<file path="config.mk">
export PLATFORM = sky130hd
export DESIGN_NAME = masked_inv_sched_flat
export DESIGN_NICKNAME = d
export VERILOG_FILES = /design/src/rtl/masked_inv_sched_pkg.sv /design/src/rtl/masked_inv_sched_if.sv /design/src/rtl/masked_inv_sched_reg.sv /design/src/rtl/masked_inv_sched_rr_arb2.sv /design/src/rtl/masked_inv_sched.sv /design/src/flat_wrapper.sv
export SDC_FILE = /design/constraint.sdc
export NUM_CORES = 1
export LEC_CHECK = 0
export CAP_MARGIN = 20
export CORE_ASPECT_RATIO = 0.5
export CORE_UTILIZATION = 48
export DETAILED_ROUTE_END_ITERATION = 8
export GPL_TIMING_DRIVEN = 0
export MAX_ROUTING_LAYER = met4
export PLACE_DENSITY = 0.9
export REMOVE_ABC_BUFFERS = 1
export SYNTH_ARGS = -nofsm -noshare
export SYNTH_HDL_FRONTEND = slang
export SYNTH_SLANG_ARGS = --single-unit
</file>
<file path="constraint.sdc">
create_clock -name in_clock -period 2.2 [get_ports in_clock]
set_input_delay 0.22 -clock in_clock [delete_from_list [all_inputs] [get_ports in_clock]]
set_output_delay 0.22 -clock in_clock [all_outputs]
set_load 0.01 [all_outputs]
</file>
<file path="src/rtl/masked_inv_sched_pkg.sv">
// Shared types for the masked GF(2^8) inverter scheduler.
package masked_inv_sched_pkg;

    typedef logic [7:0] bv8_t;

    // Tag width carried in the in-flight pipeline; the top TAG_WIDTH must match.
    localparam int TAG_W = 5;

    typedef enum logic {
        SRC_S = 1'b0,
        SRC_K = 1'b1
    } src_e;

    typedef enum logic {
        ST_RUN   = 1'b0,
        ST_DRAIN = 1'b1
    } sched_state_e;

    typedef struct packed {
        logic             valid;
        src_e             src;
        logic [TAG_W-1:0] tag;
    } inflight_t;

endpackage

</file>
<file path="src/rtl/masked_inv_sched_if.sv">
// Requester, randomness, inverter and response signals of the scheduler.
interface masked_inv_sched_if #(
    parameter int NUM_SHARES = 2,
    parameter int TAG_WIDTH  = 5
);
    logic                    in_s_valid;
    logic [NUM_SHARES*8-1:0] in_s_data;
    logic [TAG_WIDTH-1:0]    in_s_tag;
    logic                    out_s_ready;
    logic                    in_k_valid;
    logic [NUM_SHARES*8-1:0] in_k_data;
    logic [TAG_WIDTH-1:0]    in_k_tag;
    logic                    out_k_ready;
    logic                    in_rand_valid;
    logic                    out_rand_take;
    logic                    in_flush;
    logic [NUM_SHARES*8-1:0] out_inv_a;
    logic [NUM_SHARES*8-1:0] in_inv_b;
    logic                    out_s_rsp_valid;
    logic [NUM_SHARES*8-1:0] out_s_rsp_data;
    logic [TAG_WIDTH-1:0]    out_s_rsp_tag;
    logic                    out_k_rsp_valid;
    logic [NUM_SHARES*8-1:0] out_k_rsp_data;
    logic [TAG_WIDTH-1:0]    out_k_rsp_tag;
    logic                    out_busy;

    modport slave (
        input  in_s_valid, in_s_data, in_s_tag, in_k_valid, in_k_data, in_k_tag,
               in_rand_valid, in_flush, in_inv_b,
        output out_s_ready, out_k_ready, out_rand_take, out_inv_a,
               out_s_rsp_valid, out_s_rsp_data, out_s_rsp_tag,
               out_k_rsp_valid, out_k_rsp_data, out_k_rsp_tag, out_busy
    );

    modport master (
        output in_s_valid, in_s_data, in_s_tag, in_k_valid, in_k_data, in_k_tag,
               in_rand_valid, in_flush, in_inv_b,
        input  out_s_ready, out_k_ready, out_rand_take, out_inv_a,
               out_s_rsp_valid, out_s_rsp_data, out_s_rsp_tag,
               out_k_rsp_valid, out_k_rsp_data, out_k_rsp_tag, out_busy
    );
endinterface

</file>
<file path="src/rtl/masked_inv_sched_reg.sv">
// Generic clearable register used for each in-flight tag slot.
module sched_reg #(
    parameter type T = logic
) (
    input  logic clk_sys,
    input  logic rst_b,
    input  logic clr,
    input  T     d,
    output T     q
);
    always_ff @(posedge clk_sys or negedge rst_b) begin
        if (!rst_b)   q <= '0;
        else if (clr) q <= '0;
        else          q <= d;
    end
endmodule

</file>
<file path="src/rtl/masked_inv_sched_rr_arb2.sv">
// Two-way round-robin arbiter; the requester not granted last wins a tie.
module rr_arb2
    import masked_inv_sched_pkg::*;
(
    input  logic clk_sys,
    input  logic rst_b,
    input  logic en,
    input  logic req_s,
    input  logic req_k,
    output logic grant_s,
    output logic grant_k
);
    src_e last_grant;

    always_comb begin
        grant_s = 1'b0;
        grant_k = 1'b0;
        if (en) begin
            if (req_s && req_k) begin
                grant_s = (last_grant == SRC_K);
                grant_k = (last_grant == SRC_S);
            end else begin
                grant_s = req_s;
                grant_k = req_k;
            end
        end
    end

    always_ff @(posedge clk_sys or negedge rst_b) begin
        if (!rst_b)       last_grant <= SRC_K;
        else if (grant_s) last_grant <= SRC_S;
        else if (grant_k) last_grant <= SRC_K;
    end
endmodule

</file>
<file path="src/rtl/masked_inv_sched.sv">
// Shares one fixed-latency masked inverter between the state and key S-box paths.
//   state | meaning
//   RUN   | issue allowed when randomness is present
//   DRAIN | no issue; down-counter waits out stale inverter results
module masked_inv_sched
    import masked_inv_sched_pkg::*;
#(
    parameter int NUM_SHARES = 2,
    parameter int LATENCY    = 3,
    parameter int TAG_WIDTH  = TAG_W
) (
    input  logic             in_clock,
    input  logic             in_reset,
    masked_inv_sched_if.slave bus
);
    localparam int DW    = NUM_SHARES * 8;
    localparam int CNT_W = (LATENCY > 1) ? $clog2(LATENCY) : 1;

    sched_state_e     state, state_nxt;
    logic [CNT_W-1:0] cnt, cnt_nxt;
    logic             issue_en, grant_s, grant_k, any_valid;
    logic             ret_s, ret_k;
    logic [DW-1:0]    inv_a, s_data_q, k_data_q;
    logic [TAG_WIDTH-1:0] s_tag_q, k_tag_q;
    inflight_t        slot_d [LATENCY+1];
    inflight_t        slot_q [LATENCY+1];
    inflight_t        last;

    always_ff @(posedge in_clock or negedge in_reset) begin
        if (!in_reset) begin
            state <= ST_RUN;
            cnt   <= '0;
        end else begin
            state <= state_nxt;
            cnt   <= cnt_nxt;
        end
    end

    always_comb begin
        state_nxt = state;
        cnt_nxt   = cnt;
        if (bus.in_flush) begin
            state_nxt = ST_DRAIN;
            cnt_nxt   = CNT_W'(LATENCY - 1);
        end else if (state == ST_DRAIN) begin
            if (cnt == '0) state_nxt = ST_RUN;
            else           cnt_nxt   = cnt - 1'b1;
        end
    end

    // Reset is folded in so ready/take read 0 while the block is held in reset.
    assign issue_en = in_reset && (state == ST_RUN) && !bus.in_flush && bus.in_rand_valid;

    rr_arb2 u_arb (
        .clk_sys (in_clock),
        .rst_b   (in_reset),
        .en      (issue_en),
        .req_s   (bus.in_s_valid),
        .req_k   (bus.in_k_valid),
        .grant_s (grant_s),
        .grant_k (grant_k)
    );

    assign bus.out_s_ready   = grant_s;
    assign bus.out_k_ready   = grant_k;
    assign bus.out_rand_take = grant_s | grant_k;

    // Operand only changes on a grant so idle cycles do not toggle the masked data.
    always_ff @(posedge in_clock or negedge in_reset) begin
        if (!in_reset)    inv_a <= '0;
        else if (grant_s) inv_a <= bus.in_s_data;
        else if (grant_k) inv_a <= bus.in_k_data;
    end
    assign bus.out_inv_a = inv_a;

    assign slot_d[0] = '{valid: grant_s | grant_k,
                         src:   grant_k ? SRC_K : SRC_S,
                         tag:   grant_k ? bus.in_k_tag : bus.in_s_tag};

    for (genvar i = 1; i <= LATENCY; i++) begin : g_shift
        assign slot_d[i] = slot_q[i-1];
    end

    for (genvar i = 0; i <= LATENCY; i++) begin : g_slot
        sched_reg #(.T(inflight_t)) u_slot (
            .clk_sys (in_clock),
            .rst_b   (in_reset),
            .clr     (bus.in_flush),
            .d       (slot_d[i]),
            .q       (slot_q[i])
        );
    end

    always_comb begin
        any_valid = 1'b0;
        for (int i = 0; i <= LATENCY; i++) any_valid |= slot_q[i].valid;
    end
    assign bus.out_busy = any_valid || (state == ST_DRAIN);

    // A result landing in the flush cycle belongs to pre-flush work and is dropped.
    assign last  = slot_q[LATENCY];
    assign ret_s = last.valid && (last.src == SRC_S) && !bus.in_flush;
    assign ret_k = last.valid && (last.src == SRC_K) && !bus.in_flush;

    always_ff @(posedge in_clock or negedge in_reset) begin
        if (!in_reset) begin
            s_data_q <= '0;
            s_tag_q  <= '0;
            k_data_q <= '0;
            k_tag_q  <= '0;
        end else begin
            if (ret_s) begin
                s_data_q <= bus.in_inv_b;
                s_tag_q  <= last.tag;
            end
            if (ret_k) begin
                k_data_q <= bus.in_inv_b;
                k_tag_q  <= last.tag;
            end
        end
    end

    assign bus.out_s_rsp_valid = ret_s;
    assign bus.out_s_rsp_data  = ret_s ? bus.in_inv_b : s_data_q;
    assign bus.out_s_rsp_tag   = ret_s ? last.tag : s_tag_q;
    assign bus.out_k_rsp_valid = ret_k;
    assign bus.out_k_rsp_data  = ret_k ? bus.in_inv_b : k_data_q;
    assign bus.out_k_rsp_tag   = ret_k ? last.tag : k_tag_q;
endmodule

</file>
<file path="src/flat_wrapper.sv">
// flat-port wrapper written by rule: the top's interface ports become plain ports
module masked_inv_sched_flat import masked_inv_sched_pkg::*;
#(
    parameter int NUM_SHARES = 2,
    parameter int LATENCY    = 3,
    parameter int TAG_WIDTH  = TAG_W
)
  (in_clock, in_reset, bus_in_s_valid, bus_in_s_data, bus_in_s_tag, bus_in_k_valid, bus_in_k_data, bus_in_k_tag, bus_in_rand_valid, bus_in_flush, bus_in_inv_b, bus_out_s_ready, bus_out_k_ready, bus_out_rand_take, bus_out_inv_a, bus_out_s_rsp_valid, bus_out_s_rsp_data, bus_out_s_rsp_tag, bus_out_k_rsp_valid, bus_out_k_rsp_data, bus_out_k_rsp_tag, bus_out_busy);
  masked_inv_sched_if #(.NUM_SHARES(NUM_SHARES), .TAG_WIDTH(TAG_WIDTH)) bus_i ();
  input  logic in_clock;
  input  logic in_reset;
  input wire logic [$bits(bus_i.in_s_valid)-1:0] bus_in_s_valid;
  input wire logic [$bits(bus_i.in_s_data)-1:0] bus_in_s_data;
  input wire logic [$bits(bus_i.in_s_tag)-1:0] bus_in_s_tag;
  input wire logic [$bits(bus_i.in_k_valid)-1:0] bus_in_k_valid;
  input wire logic [$bits(bus_i.in_k_data)-1:0] bus_in_k_data;
  input wire logic [$bits(bus_i.in_k_tag)-1:0] bus_in_k_tag;
  input wire logic [$bits(bus_i.in_rand_valid)-1:0] bus_in_rand_valid;
  input wire logic [$bits(bus_i.in_flush)-1:0] bus_in_flush;
  input wire logic [$bits(bus_i.in_inv_b)-1:0] bus_in_inv_b;
  output wire logic [$bits(bus_i.out_s_ready)-1:0] bus_out_s_ready;
  output wire logic [$bits(bus_i.out_k_ready)-1:0] bus_out_k_ready;
  output wire logic [$bits(bus_i.out_rand_take)-1:0] bus_out_rand_take;
  output wire logic [$bits(bus_i.out_inv_a)-1:0] bus_out_inv_a;
  output wire logic [$bits(bus_i.out_s_rsp_valid)-1:0] bus_out_s_rsp_valid;
  output wire logic [$bits(bus_i.out_s_rsp_data)-1:0] bus_out_s_rsp_data;
  output wire logic [$bits(bus_i.out_s_rsp_tag)-1:0] bus_out_s_rsp_tag;
  output wire logic [$bits(bus_i.out_k_rsp_valid)-1:0] bus_out_k_rsp_valid;
  output wire logic [$bits(bus_i.out_k_rsp_data)-1:0] bus_out_k_rsp_data;
  output wire logic [$bits(bus_i.out_k_rsp_tag)-1:0] bus_out_k_rsp_tag;
  output wire logic [$bits(bus_i.out_busy)-1:0] bus_out_busy;
  assign bus_i.in_s_valid = bus_in_s_valid;
  assign bus_i.in_s_data = bus_in_s_data;
  assign bus_i.in_s_tag = bus_in_s_tag;
  assign bus_i.in_k_valid = bus_in_k_valid;
  assign bus_i.in_k_data = bus_in_k_data;
  assign bus_i.in_k_tag = bus_in_k_tag;
  assign bus_i.in_rand_valid = bus_in_rand_valid;
  assign bus_i.in_flush = bus_in_flush;
  assign bus_i.in_inv_b = bus_in_inv_b;
  assign bus_out_s_ready = bus_i.out_s_ready;
  assign bus_out_k_ready = bus_i.out_k_ready;
  assign bus_out_rand_take = bus_i.out_rand_take;
  assign bus_out_inv_a = bus_i.out_inv_a;
  assign bus_out_s_rsp_valid = bus_i.out_s_rsp_valid;
  assign bus_out_s_rsp_data = bus_i.out_s_rsp_data;
  assign bus_out_s_rsp_tag = bus_i.out_s_rsp_tag;
  assign bus_out_k_rsp_valid = bus_i.out_k_rsp_valid;
  assign bus_out_k_rsp_data = bus_i.out_k_rsp_data;
  assign bus_out_k_rsp_tag = bus_i.out_k_rsp_tag;
  assign bus_out_busy = bus_i.out_busy;
  masked_inv_sched #(.NUM_SHARES(NUM_SHARES), .LATENCY(LATENCY), .TAG_WIDTH(TAG_WIDTH)) u_core (.in_clock(in_clock), .in_reset(in_reset), .bus(bus_i));
endmodule
</file>
Yosys cells after proc, flatten, opt, wreduce, memory -nomap -nowiden
Index checks and enable logic that the tools add are counted.
- register bits: 90
- logic and storage cells: 67
- add/sub/neg operators: 1
- equality and inequality tests: 1
- muxes and demuxes: 24
- bitwise operators: 7
- reductions and logical operators: 14
- operators by type and width (operator ; count):
    16-bit two-way mux ; 4
    7-bit two-way mux ; 4
    5-bit two-way mux ; 3
    1-bit two-way mux ; 10
    1-bit logical AND ; 8
    2-bit two-way mux ; 3
    1-bit bitwise OR ; 4
    2-bit nonzero test ; 2
    1-bit NOT ; 3
    2-bit zero test ; 1
    2-bit != test, second input constant ; 1
    2-bit AND reduction ; 1
    2-bit by 1-bit subtractor with 2-bit output, second input constant ; 1
    1-bit zero test ; 1
    1-bit logical OR ; 1

Longest topological paths before layout
Gate-level depths: netlist of the first run.
- word-level depth: 7
- gate-level depth with buffers: 6
- mapped depth without buffers: 5

Cells and area by module
From an unflattened synthesis of the first run, not the netlist that was laid out.
- cell total of the unflattened synthesis: 248
- area total of the unflattened synthesis: 3489.6 um^2
- by module, submodules not included (module ; instances ; cells an instance ; area an instance (um^2)):
    masked_inv_sched ; 1 ; 184 ; 2551.2
    sched_reg ; 4 ; 14 ; 219.0
    rr_arb2 ; 1 ; 8 ; 62.6

Least setup slack after synthesis of the first run
OpenSTA, ideal clock, no wires.
- path kind: register to output
- start: register u_core.g_slot[3].u_slot.q[5] (netlist bit)
- end: output bus_out_s_rsp_data[0]
- arrival time: 1.280 ns
- required time: 1.980 ns
- setup slack: 0.700 ns
- stages on the path, launching flop included: 4
- buffers on the path: 1
- cells stage by stage: dfrtp_1 nor3b_2 buf_2 mux2_2
- longest elaborated chain between the ends: 4
- ends and longest elaborated chain (item ; RTL line ; RTL):
    start, declared ; masked_inv_sched_reg.sv:9 ; output T q
    start signal, assigned ; masked_inv_sched_reg.sv:12 ; if (!rst_b) q <= '0;
    start signal, assigned ; masked_inv_sched_reg.sv:13 ; else if (clr) q <= '0;
    start signal, assigned ; masked_inv_sched_reg.sv:14 ; else q <= d;
    1-bit NOT ; masked_inv_sched.sv:102 ; assign ret_s = last.valid && (last.src == SRC_S) && !bus.in_flush;
    1-bit logical AND (2 in series) ; masked_inv_sched.sv:102 ;
    net bus_out_s_rsp_valid ; flat_wrapper.sv:25 ; output wire logic [$bits(bus_i.out_s_rsp_valid)-1:0] bus_out_s_rsp_valid;
    16-bit two-way mux ; n/a ;
    end, declared ; flat_wrapper.sv:26 ; output wire logic [$bits(bus_i.out_s_rsp_data)-1:0] bus_out_s_rsp_data;
The timed path passes the listed nets, and every way through them passes these cells.

Final worst setup path of the first run
- start: register u_core.g_slot[3].u_slot.q[5] (netlist bit)
- end: output bus_out_s_rsp_tag[1]
- longest elaborated chain between the ends: 4
- ends and longest elaborated chain (item ; RTL line ; RTL):
    1-bit NOT ; masked_inv_sched.sv:102 ;
    1-bit logical AND (2 in series) ; masked_inv_sched.sv:102 ;
    5-bit two-way mux ; n/a ;
    end, declared ; flat_wrapper.sv:27 ; output wire logic [$bits(bus_i.out_s_rsp_tag)-1:0] bus_out_s_rsp_tag;
No other way between the ends.

==> impl_metrics.env, run 1 <==
export IMPL_async_flop_share_pct=100
export IMPL_diodes=0
export IMPL_clk_latency_ns=0.35
export IMPL_synth_area_per_cell_sq_um=12.7
export IMPL_antenna_found_initial=0
export IMPL_place_inst=489
export IMPL_outcome="complete, but fails checks"
export IMPL_drt_initial_drc_count=373
export IMPL_peakVddDrop_mv=0.610
export IMPL_yosys_top_cells_count="89 x dfrtp_1, 32 x mux2_2, 22 x a21oi_1, 22 x nor2b_1, 17 x a31oi_1"
export IMPL_grt_util_all_layers_pct=30.4
export IMPL_fin_crit_ns=2.19
export IMPL_cts_tree="built"
export IMPL_yosysSeqAreaShare_pct=61.4
export IMPL_synth_top_area_share_pct=60.7
export IMPL_synth_area_sq_um=3670
export IMPL_gp_congestion=0.762
export IMPL_setup_violations=0
export IMPL_synthTopCellsByArea="dfrtp_1 61%, mux2_2 9.8%, nor2b_1 3.8%"
export IMPL_drc=3
export IMPL_hpwl_um=6170
export IMPL_grt_overflow=0
export IMPL_fin_nets=496
export IMPL_die_area_sq_um=8020
export IMPL_fmax_mhz=456
export IMPL_synth_edff_count=0
export IMPL_maxSlewHeadroom_pct=57.0
export IMPL_stdcell_count=532
export IMPL_powerDensity_nw_per_um2=863
export IMPL_grt_pass1_wl_um=17500
export IMPL_synth_top_area_cell="dfrtp_1"
export IMPL_syn2layout_area_growth_pct=53.2
export IMPL_wl_per_cell_um=22.5
export IMPL_power_mw=4.85
export IMPL_clock_path_buffers=2
export IMPL_yosysWarnings=0
export IMPL_htree_num_levels=3
export IMPL_vias_per_cell=5.85
export IMPL_pre_cts_ws_ns=-1.58
export IMPL_grt_max_degree=40
export IMPL_period_share_pct=99.7
export IMPL_postLayoutCoreUtil_pct=76.5
export IMPL_endpoint_kind="primary output"
export IMPL_numClockSinks=90
export IMPL_start_util_pct=49.9
export IMPL_nFillCells=408
export IMPL_hp_class="in2reg"
export IMPL_final_antenna_net_count=0
export IMPL_placement_io_buffers=127
export IMPL_num_vias=3112
export IMPL_drv_slew=0
export IMPL_die_x_um=126
export IMPL_yosysMostFrequentCell="dfrtp_1"
export IMPL_grt_pass1_vias=3160
export IMPL_crit_fanout=7
export IMPL_wl_um=12000
export IMPL_drive_above_1_share_pct=20.4
export IMPL_skew_ns=0.0115
export IMPL_synth_distinct_cells=33
export IMPL_num_io_pins=128
export IMPL_cts_made_buffers=9
export IMPL_rows=22
export IMPL_p_leak_nw=2.79
export IMPL_drtPass1Iterations=8
export IMPL_crit_path_start_kind="flop"
export IMPL_violations="design-rule violations"
export IMPL_cts_root_buf="clkbuf_16"
export IMPL_ys_ff_latch=90
export IMPL_core_area_sq_um=7350
export IMPL_cp_required_ns=1.98
export IMPL_synthFlopType="dfrtp_1"
export IMPL_clk_pin_slew_ns=0.07
export IMPL_hold_viol_final=0
export IMPL_critPathArrivalTime_ns=1.97
export IMPL_die_height_um=63.8
export IMPL_worstMarginPinSlew_ns=0.646
export IMPL_dpl_cell_area_sq_um=5010
export IMPL_finalWorstSetupSlack_ns=0.00595
export IMPL_path_class="reg2out"
export IMPL_synthCells=288
export IMPL_max_cap_viol_count=0
export IMPL_design_area_sq_um=5620
sequential cells by signal, indices dropped and copies added (netlist names):
register and cells:
u_core.s_data_q 16, u_core.bus.out_inv_a 16, u_core.state 1, u_core.u_arb.last_grant 1, u_core.cnt 2, u_core.k_tag_q 5, u_core.k_data_q 16, u_core.g_slot.u_slot.q 28
u_core.s_tag_q 5
final timing paths:
kind | from | cells past startpoint | to | slack (ns)
max | u_core.g_slot[3].u_slot.q[5]$_DFF_PN0_ | 5 | bus_out_s_rsp_tag[1] | 0.006
min in group asynchronous | in_reset | 2 | u_core.s_data_q[8]$_DFF_PN0_ | 0.47
max in group asynchronous | in_reset | 2 | u_core.s_data_q[3]$_DFF_PN0_ | 1.32
min reg2reg | u_core.g_slot[0].u_slot.q[0]$_DFF_PN0_ | 1 | u_core.g_slot[1].u_slot.q[0]$_DFF_PN0_ | 0.46
min | bus_in_flush | 2 | u_core.g_slot[1].u_slot.q[0]$_DFF_PN0_ | 0.29
max reg2reg | u_core.state$_DFF_PN0_ | 6 | u_core.bus.out_inv_a[9]$_DFFE_PN0P_ | 0.33
per-stage QoR:
step,hold WS (ns),setup TNS (ns)
after global routing,0.294,-0.405
after CTS,0.00627,0
after global placement,0.441,-450.92
after floorplan,-0.0756,-43.76
after detailed placement,0.0928,-114.77
final,0.285,0
kinds of logic (layout without fill, tap and decap cells):
group	count (synthesis)	after routing	synth area share, %
xor+xnor	1	1	0.239
compound gates	63	63	10.6
fa+ha+maj	1	1	0.341
mux	42	42	12.9
buf+inv	30	176	4.30
flops	90	90	61.4
simple gates	61	63	10.3
routing by layer:
layer	routed length [um]	vias to the layer above	GRT usage, %
li1	-	1325	-
met1	4760	1583	36.4
met2	6030	164	51.9
met3	769	40	5.86
met4	411	0	11.6
met5	0	-	-
critical path: stages (launching register included):
cell and delay, ns:
dfrtp_2 0.44, nor3b_4 0.22, buf_6 0.16, buf_8 0.14
mux2_2 0.37, dlygate4sd2_1 0.29
cell type report:
cell class / count / area (sq um) / share of cell area [%]
Sequential cell: 90 / 2260 / 40.1
Timing Repair Buffer: 156 / 1580 / 28.0
Multi-Input combinational cell: 170 / 1330 / 23.6
Clock buffer: 9 / 225 / 4.01
Tap cell: 96 / 120 / 2.14
Clock inverter: 7 / 101 / 1.80
Inverter: 4 / 16.3 / 0.289
cell usage in the layout, fill, tap and decap left out, drive strengths merged, types with 5 or more instances in the layout:
| cell type | Yosys | final |
|---|---|---|
| o21ai | 5 | 5 |
| dlymetal6s2s | 0 | 7 |
| nand3 | 5 | 5 |
| dfrtp | 89 | 89 |
| o31ai | 16 | 16 |
| clkbuf | 7 | 11 |
| nor2b | 22 | 22 |
| nor2 | 5 | 5 |
| a21oi | 22 | 22 |
| clkdlybuf4s50 | 0 | 84 |
| mux2 | 42 | 42 |
| buf | 19 | 25 |
| dlygate4sd2 | 0 | 32 |
| nand4 | 16 | 16 |
| a31oi | 17 | 17 |
what timing repair did:
item | 4_1_cts | 5_1_grt
cloned | 3 | 2
endpoints found under the hold margin | 14 | 3
pin swaps | 2 | 1
resized for setup | 53 | 11
setup endpoints to repair | 111 | 13
setup buffers | 11 | 6
hold buffers | 3 | 2
power breakdown:
group          switching (mW)  internal [mW]
Combinational           0.535          0.584
Sequential              0.158           1.87
Clock                   0.697           1.00
No activity file was read; power rests on OpenSTA's default activity.
==> run 2, diff against run 1 <==
--- a/config.mk
+++ b/config.mk
@@ -7,11 +7,12 @@
 export LEC_CHECK = 0
 export CAP_MARGIN = 20
 export CORE_ASPECT_RATIO = 0.5
-export CORE_UTILIZATION = 48
+export CORE_UTILIZATION = 47
+export CTS_BUF_LIST = sky130_fd_sc_hd__clkbuf_2 sky130_fd_sc_hd__clkbuf_4 sky130_fd_sc_hd__clkbuf_8
 export DETAILED_ROUTE_END_ITERATION = 8
 export GPL_TIMING_DRIVEN = 0
 export MAX_ROUTING_LAYER = met4
-export PLACE_DENSITY = 0.9
+export PLACE_DENSITY = 0.89
 export REMOVE_ABC_BUFFERS = 1
 export SYNTH_ARGS = -nofsm -noshare
 export SYNTH_HDL_FRONTEND = slang
==> constraint.sdc (replaced) <==
create_clock -name in_clock -period 2.06 [get_ports in_clock]
set_input_delay 0.206 -clock in_clock [delete_from_list [all_inputs] [get_ports in_clock]]
set_output_delay 0.206 -clock in_clock [all_outputs]
set_load 0.01 [all_outputs]
==> impl_metrics.env, run 2 (synthesized netlist as in run 1, its figures left out) <==
export IMPL_start_util_pct=49.4
export IMPL_worstMarginPinSlew_ns=0.802
export IMPL_violations="negative setup slack"
export IMPL_die_x_um=127
export IMPL_crit_family="buffers and inverters"
export IMPL_rsz0062_at_grt="yes"
export IMPL_fmax_mhz=475
export IMPL_fin_nets=504
export IMPL_htree_num_levels=3
export IMPL_skew_ns=0.0110
export IMPL_outcome="complete, but fails checks"
export IMPL_fin_crit_ns=2.11
export IMPL_hp_class="in2reg"
export IMPL_critPathMaxStageDelay_ns=0.43
export IMPL_worstPathCellList="buf_4 > nand3b_1 > buf_4 > mux2_2 > dlygate4sd2_1"
export IMPL_num_io_pins=128
export IMPL_power_mw=4.78
export IMPL_vias_per_cell=5.91
export IMPL_wl_per_cell_um=21.6
export IMPL_clk_pin_slew_ns=0.09
export IMPL_p_leak_nw=2.69
export IMPL_cts_tree="built"
export IMPL_peakVddDrop_mv=0.572
export IMPL_max_cap_viol_count=0
export IMPL_crit_path_end="bus_out_k_rsp_data[15]"
export IMPL_reg2reg_depth=3
export IMPL_maxSlewHeadroom_pct=46.4
export IMPL_critical_path_depth=5
export IMPL_grt_max_degree=39
export IMPL_reg2reg_to="u_core.bus.out_inv_a[7]$_DFFE_PN0P_"
export IMPL_period_share_pct=102
export IMPL_final_cell_mix="87 x dfrtp_1, 78 x clkdlybuf4s50_1, 23 x buf_4"
export IMPL_path_buf_inv=3
export IMPL_drive_above_1_share_pct=27.0
export IMPL_wl_um=11700
export IMPL_syn2layout_area_growth_pct=53.8
export IMPL_rows=22
export IMPL_grt_util_all_layers_pct=31.0
export IMPL_final_seq_area_sq_um=2260
export IMPL_grt_pass1_vias=3176
export IMPL_largest_reg_flops=28
export IMPL_clk_latency_ns=0.36
export IMPL_path_class="reg2out"
export IMPL_nFillCells=413
export IMPL_cts_root_buf="clkbuf_8"
export IMPL_die_area_sq_um=8190
export IMPL_multiInputGateArea_sq_um=1410
export IMPL_diodes=0
export IMPL_cpMostUsedCell="buf_4"
export IMPL_die_height_um=64.5
export IMPL_finalWorstSetupSlack_ns=-0.0462
export IMPL_whs_ns=0.269
export IMPL_numClockSinks=90
export IMPL_setup_violations=8
export IMPL_placement_io_buffers=127
export IMPL_cts_made_buffers=9
export IMPL_crit_path_start_kind="flop"
export IMPL_grt_pass1_wl_um=18000
export IMPL_powerDensity_nw_per_um2=847
export IMPL_reg2reg_setup_slack_ns=0.26
export IMPL_drtPass1Iterations=5
export IMPL_fin_setup_tns_ns=-0.0879
export IMPL_drt_initial_drc_count=357
export IMPL_endpoint_kind="primary output"
export IMPL_grt_overflow=0
export IMPL_critPathArrivalTime_ns=1.90
export IMPL_clock_path_buffers=2
export IMPL_final_common_cell="dfrtp_1"
export IMPL_crit_fanout=5
export IMPL_drc=0
export IMPL_hpwl_um=6140
export IMPL_regMostFlops="u_core.g_slot.u_slot.q"
export IMPL_crit_path_top_delay_cell="dfrtp_1"
export IMPL_hold_viol_final=0
export IMPL_gp_congestion=0.790
export IMPL_setup_worst_path_start="u_core.g_slot[3].u_slot.q[6]$_DFF_PN0_"
export IMPL_drv_slew=0
export IMPL_cp_required_ns=1.85
export IMPL_num_vias=3191
export IMPL_final_antenna_net_count=0
export IMPL_r2r_start="u_core.u_arb.last_grant$_DFFE_PN1P_"
export IMPL_core_area_sq_um=7430
export IMPL_antenna_found_initial=0
run 2: worst reg2reg max path, cell delays in order (launching register included):
cell and delay [ns]:
dfstp_2 0.61, nand2b_1 0.56, nand4_1 0.23, a31oi_1 0.30
run 2: area by class of cell:
cell class	instances	share of cell area (%)
well taps	96	2.13
repair buffers	163	28.7
clock inverters	5	1.37
multi-input cells	171	24.9
flip-flops and latches	90	40.0
clock buffers	11	2.57
inverters	4	0.288
run 2: power breakdown:
| part | switching, mW | internal (mW) | total (mW) |
|---|---|---|---|
| clock | 0.616 | 0.726 | 1.34 |
| combinational | 0.617 | 0.656 | 1.27 |
| sequential | 0.168 | 2.00 | 2.17 |
| total | 1.40 | 3.38 | 4.78 |
run 2: worst min path at each step:
stage / slack, ns / end / from / depth (start not counted)
floorplan: -0.09 / u_core.bus.out_inv_a[0]$_DFFE_PN0P_ / in_reset / 0
global placement: 0.44 / u_core.g_slot[3].u_slot.q[3]$_DFF_PN0_ / u_core.g_slot[2].u_slot.q[3]$_DFF_PN0_ / 1
detailed placement: 0.10 / u_core.g_slot[0].u_slot.q[3]$_DFF_PN0_ / in_reset / 1
CTS: 0.25 / u_core.g_slot[3].u_slot.q[2]$_DFF_PN0_ / bus_in_flush / 2
global route: 0.26 / u_core.g_slot[3].u_slot.q[2]$_DFF_PN0_ / bus_in_flush / 2
finish: 0.27 / u_core.g_slot[3].u_slot.q[2]$_DFF_PN0_ / bus_in_flush / 2
run 2: per-stage QoR:
| step | area, sq um | utilization, % | setup WS [ns] | cells |
|---|---|---|---|---|
| floorplan | 3530 | - | -2.08 | 262 |
| global placement | 4920 | 66.2 | -6.86 | 485 |
| CTS | 5610 | 75.4 | -0.0981 | 539 |
| detailed placement | 4990 | 67.2 | -1.72 | 488 |
| global route | 5640 | 75.9 | -0.104 | 540 |
| finish | 5640 | 75.9 | -0.0462 | 540 |
run 2: timing repair:
action | 4_1_cts | 5_1_grt
buffers inserted | 24 | 7
pin swaps | 3 | 0
setup endpoints to repair | 113 | 37
gates cloned | 7 | 0
gates resized for setup | 147 | 33
hold endpoints to repair | 18 | 0
hold buffers | 4 | 0
run 2: per-layer routing:
layer,track usage (%),wire length [um]
met1,36.5,4480
met5,-,0
met4,14.0,495
met3,7.02,696
met2,51.9,6010
==> run 3, diff against run 2 <==
--- a/config.mk
+++ b/config.mk
@@ -14,6 +14,7 @@
 export MAX_ROUTING_LAYER = met4
 export PLACE_DENSITY = 0.89
 export REMOVE_ABC_BUFFERS = 1
+export SLEW_MARGIN = 30
 export SYNTH_ARGS = -nofsm -noshare
 export SYNTH_HDL_FRONTEND = slang
 export SYNTH_SLANG_ARGS = --single-unit
==> impl_metrics.env, run 3 (synthesized netlist as in run 1, its figures left out) <==
export IMPL_place_inst=490
export IMPL_cts_tree="built"
export IMPL_grt_pass1_vias=2994
export IMPL_grt_overflow=0
export IMPL_rsz0062_at_grt="yes"
export IMPL_cts_root_buf="clkbuf_8"
export IMPL_wl_per_cell_um=20.5
export IMPL_clk_latency_ns=0.37
export IMPL_gr_usage_met1_pct=34.0
export IMPL_fin_crit_ns=2.14
export IMPL_stdcell_count=531
export IMPL_seqPwrFrac_pct=45.1
export IMPL_p_leak_nw=2.67
export IMPL_wl_um=10900
export IMPL_die_x_um=127
export IMPL_peakVddDrop_mv=0.680
export IMPL_diodes=0
export IMPL_crit_path_top_delay_cell="dfrtp_1"
export IMPL_pwr_share_comb_pct=24.8
export IMPL_internal_power_mw=3.43
export IMPL_regMostFlops="u_core.g_slot.u_slot.q"
export IMPL_drtPass1Iterations=5
export IMPL_met3_usage_pct=6.03
export IMPL_hp_class="in2async"
export IMPL_rows=22
export IMPL_hpwl_um=6120
export IMPL_maxSlewHeadroom_pct=45.8
export IMPL_placement_io_buffers=127
export IMPL_syn2layout_area_growth_pct=49.9
export IMPL_max_cap_viol_count=0
export IMPL_endpoint_kind="primary output"
export IMPL_start_util_pct=49.4
export IMPL_clock_path_buffers=2
export IMPL_drt_initial_drc_count=227
export IMPL_power_share_clock_pct=30.1
export IMPL_grt_pass1_wl_um=16600
export IMPL_critPathMaxStageDelay_ns=0.42
export IMPL_powerDensity_nw_per_um2=869
export IMPL_fmax_mhz=467
export IMPL_path_class="reg2out"
export IMPL_nFillCells=453
export IMPL_grt_util_all_layers_pct=28.1
export IMPL_cp_required_ns=1.85
export IMPL_final_common_cell="dfrtp_1"
export IMPL_fin_nets=495
export IMPL_grt_busiest_layer="met2"
export IMPL_finalWorstSetupSlack_ns=-0.0830
export IMPL_core_area_sq_um=7430
export IMPL_hold_viol_final=63
export IMPL_setup_violations=17
export IMPL_drive_above_1_share_pct=30.1
export IMPL_die_height_um=64.5
export IMPL_clk_pin_slew_ns=0.10
export IMPL_crit_fanout=7
export IMPL_use_met2_pct=45.7
export IMPL_num_io_pins=128
export IMPL_crit_path_start_kind="flop"
export IMPL_num_vias=3021
export IMPL_final_antenna_net_count=0
export IMPL_outcome="complete, but fails checks"
export IMPL_drv_slew=0
export IMPL_htree_num_levels=3
export IMPL_skew_ns=0.0115
export IMPL_critPathArrivalTime_ns=1.94
export IMPL_numClockSinks=90
export IMPL_cpMostUsedCell="buf_6"
export IMPL_drc=0
export IMPL_swShare_pct=28.3
export IMPL_vias_per_cell=5.69
export IMPL_die_area_sq_um=8190
export IMPL_period_share_pct=104
export IMPL_p_sw_mw=1.35
export IMPL_violations="negative hold slack, negative setup slack"
export IMPL_final_cell_mix="88 x dfrtp_1, 76 x clkdlybuf4s50_1, 22 x a21oi_1"
export IMPL_worstMarginPinSlew_ns=0.810
export IMPL_antenna_found_initial=0
export IMPL_whs_ns=-0.189
export IMPL_worstPathCellList="buf_6 > nor3b_4 > buf_6 > buf_8 > buf_6 > mux2_4 > buf_6"
export IMPL_grt_max_degree=68
export IMPL_gp_congestion=0.790
export IMPL_pre_cts_ws_ns=-0.869
export IMPL_cts_made_buffers=9
export IMPL_largest_reg_flops=28
==> run 3: power groups by stage <==
| stage | logic (mW) | registers (mW) | clock network [mW] |
|---|---|---|---|
| 5_1_grt | 1.27 | 2.17 | 1.54 |
| 4_1_cts | 1.15 | 2.13 | 1.44 |
| 3_5_place_dp | 1.12 | 2.16 | 0 |
| 3_3_place_gp | 1.06 | 2.15 | 0 |
| 6_report | 1.19 | 2.15 | 1.44 |
| 2_1_floorplan | 0.374 | 2.21 | 0 |
==> run 3: routing by layer <==
| layer | vias up | routed length [um] |
|---|---|---|
| li1 | 1321 | - |
| met1 | 1549 | 4450 |
| met2 | 119 | 5490 |
| met3 | 32 | 531 |
| met4 | 0 | 398 |
| met5 | - | 0 |
==> run 3: cell type report <==
type	instances	area, sq um	area share, %
sequential	90	2250	41.0
timing repair buffer	156	1480	26.9
multi-input combinational	169	1390	25.3
clock buffer	9	124	2.25
tap	96	120	2.18
clock inverter	7	118	2.14
inverter	4	16.3	0.296
==> run 3: path summary, 6_finish.rpt <==
path / from / to / slack, ns / depth (start not counted)
worst max-delay path: u_core.g_slot[3].u_slot.q[5]$_DFF_PN0_ / bus_out_s_rsp_tag[3] / -0.08 / 7
worst min-delay path: in_reset / u_core.s_tag_q[3]$_DFF_PN0_ / -0.19 / 2
worst max register to register: u_core.state$_DFF_PN0_ / u_core.bus.out_inv_a[15]$_DFFE_PN0P_ / 0.28 / 5
worst min register to register: u_core.g_slot[0].u_slot.q[5]$_DFF_PN0_ / u_core.g_slot[1].u_slot.q[5]$_DFF_PN0_ / 0.46 / 1
max in group asynchronous: in_reset / u_core.state$_DFF_PN0_ / 1.03 / 2
min in group in_clock: bus_in_flush / u_core.g_slot[1].u_slot.q[5]$_DFF_PN0_ / 0.26 / 2
==> run 3: what timing repair did <==
action / CTS / global route
pin swaps: 4 / 0
hold buffers: 1 / 1
gates cloned: 3 / 0
gates resized for setup: 158 / 35
buffers inserted: 18 / 3
endpoints found under the hold margin: 27 / 18
endpoints found under the setup margin: 63 / 44
==> run 3: worst max-delay path: cells and delay by family (launching register included) <==
family | cells | cell delay, ns
and+or+nand+nor | 1 | 0.20
muxes | 1 | 0.31
DFF | 1 | 0.42
buffers and inverters | 5 | 0.64
==> run 3: through the flow <==
stage | power [mW] | area [sq um] | hold WS [ns] | util [%] | setup TNS (ns)
global placement | 3.21 | 4920 | 0.443 | 66.2 | -472.92
global route | 4.98 | 5500 | -0.178 | 74.0 | -2.25
finish | 4.78 | 5500 | -0.189 | 74.0 | -0.454
detailed placement | 3.28 | 5020 | 0.0584 | 67.5 | -22.17
CTS | 4.72 | 5450 | -0.338 | 73.3 | -0.0643
floorplan | 2.59 | 3530 | -0.0896 | - | -47.10
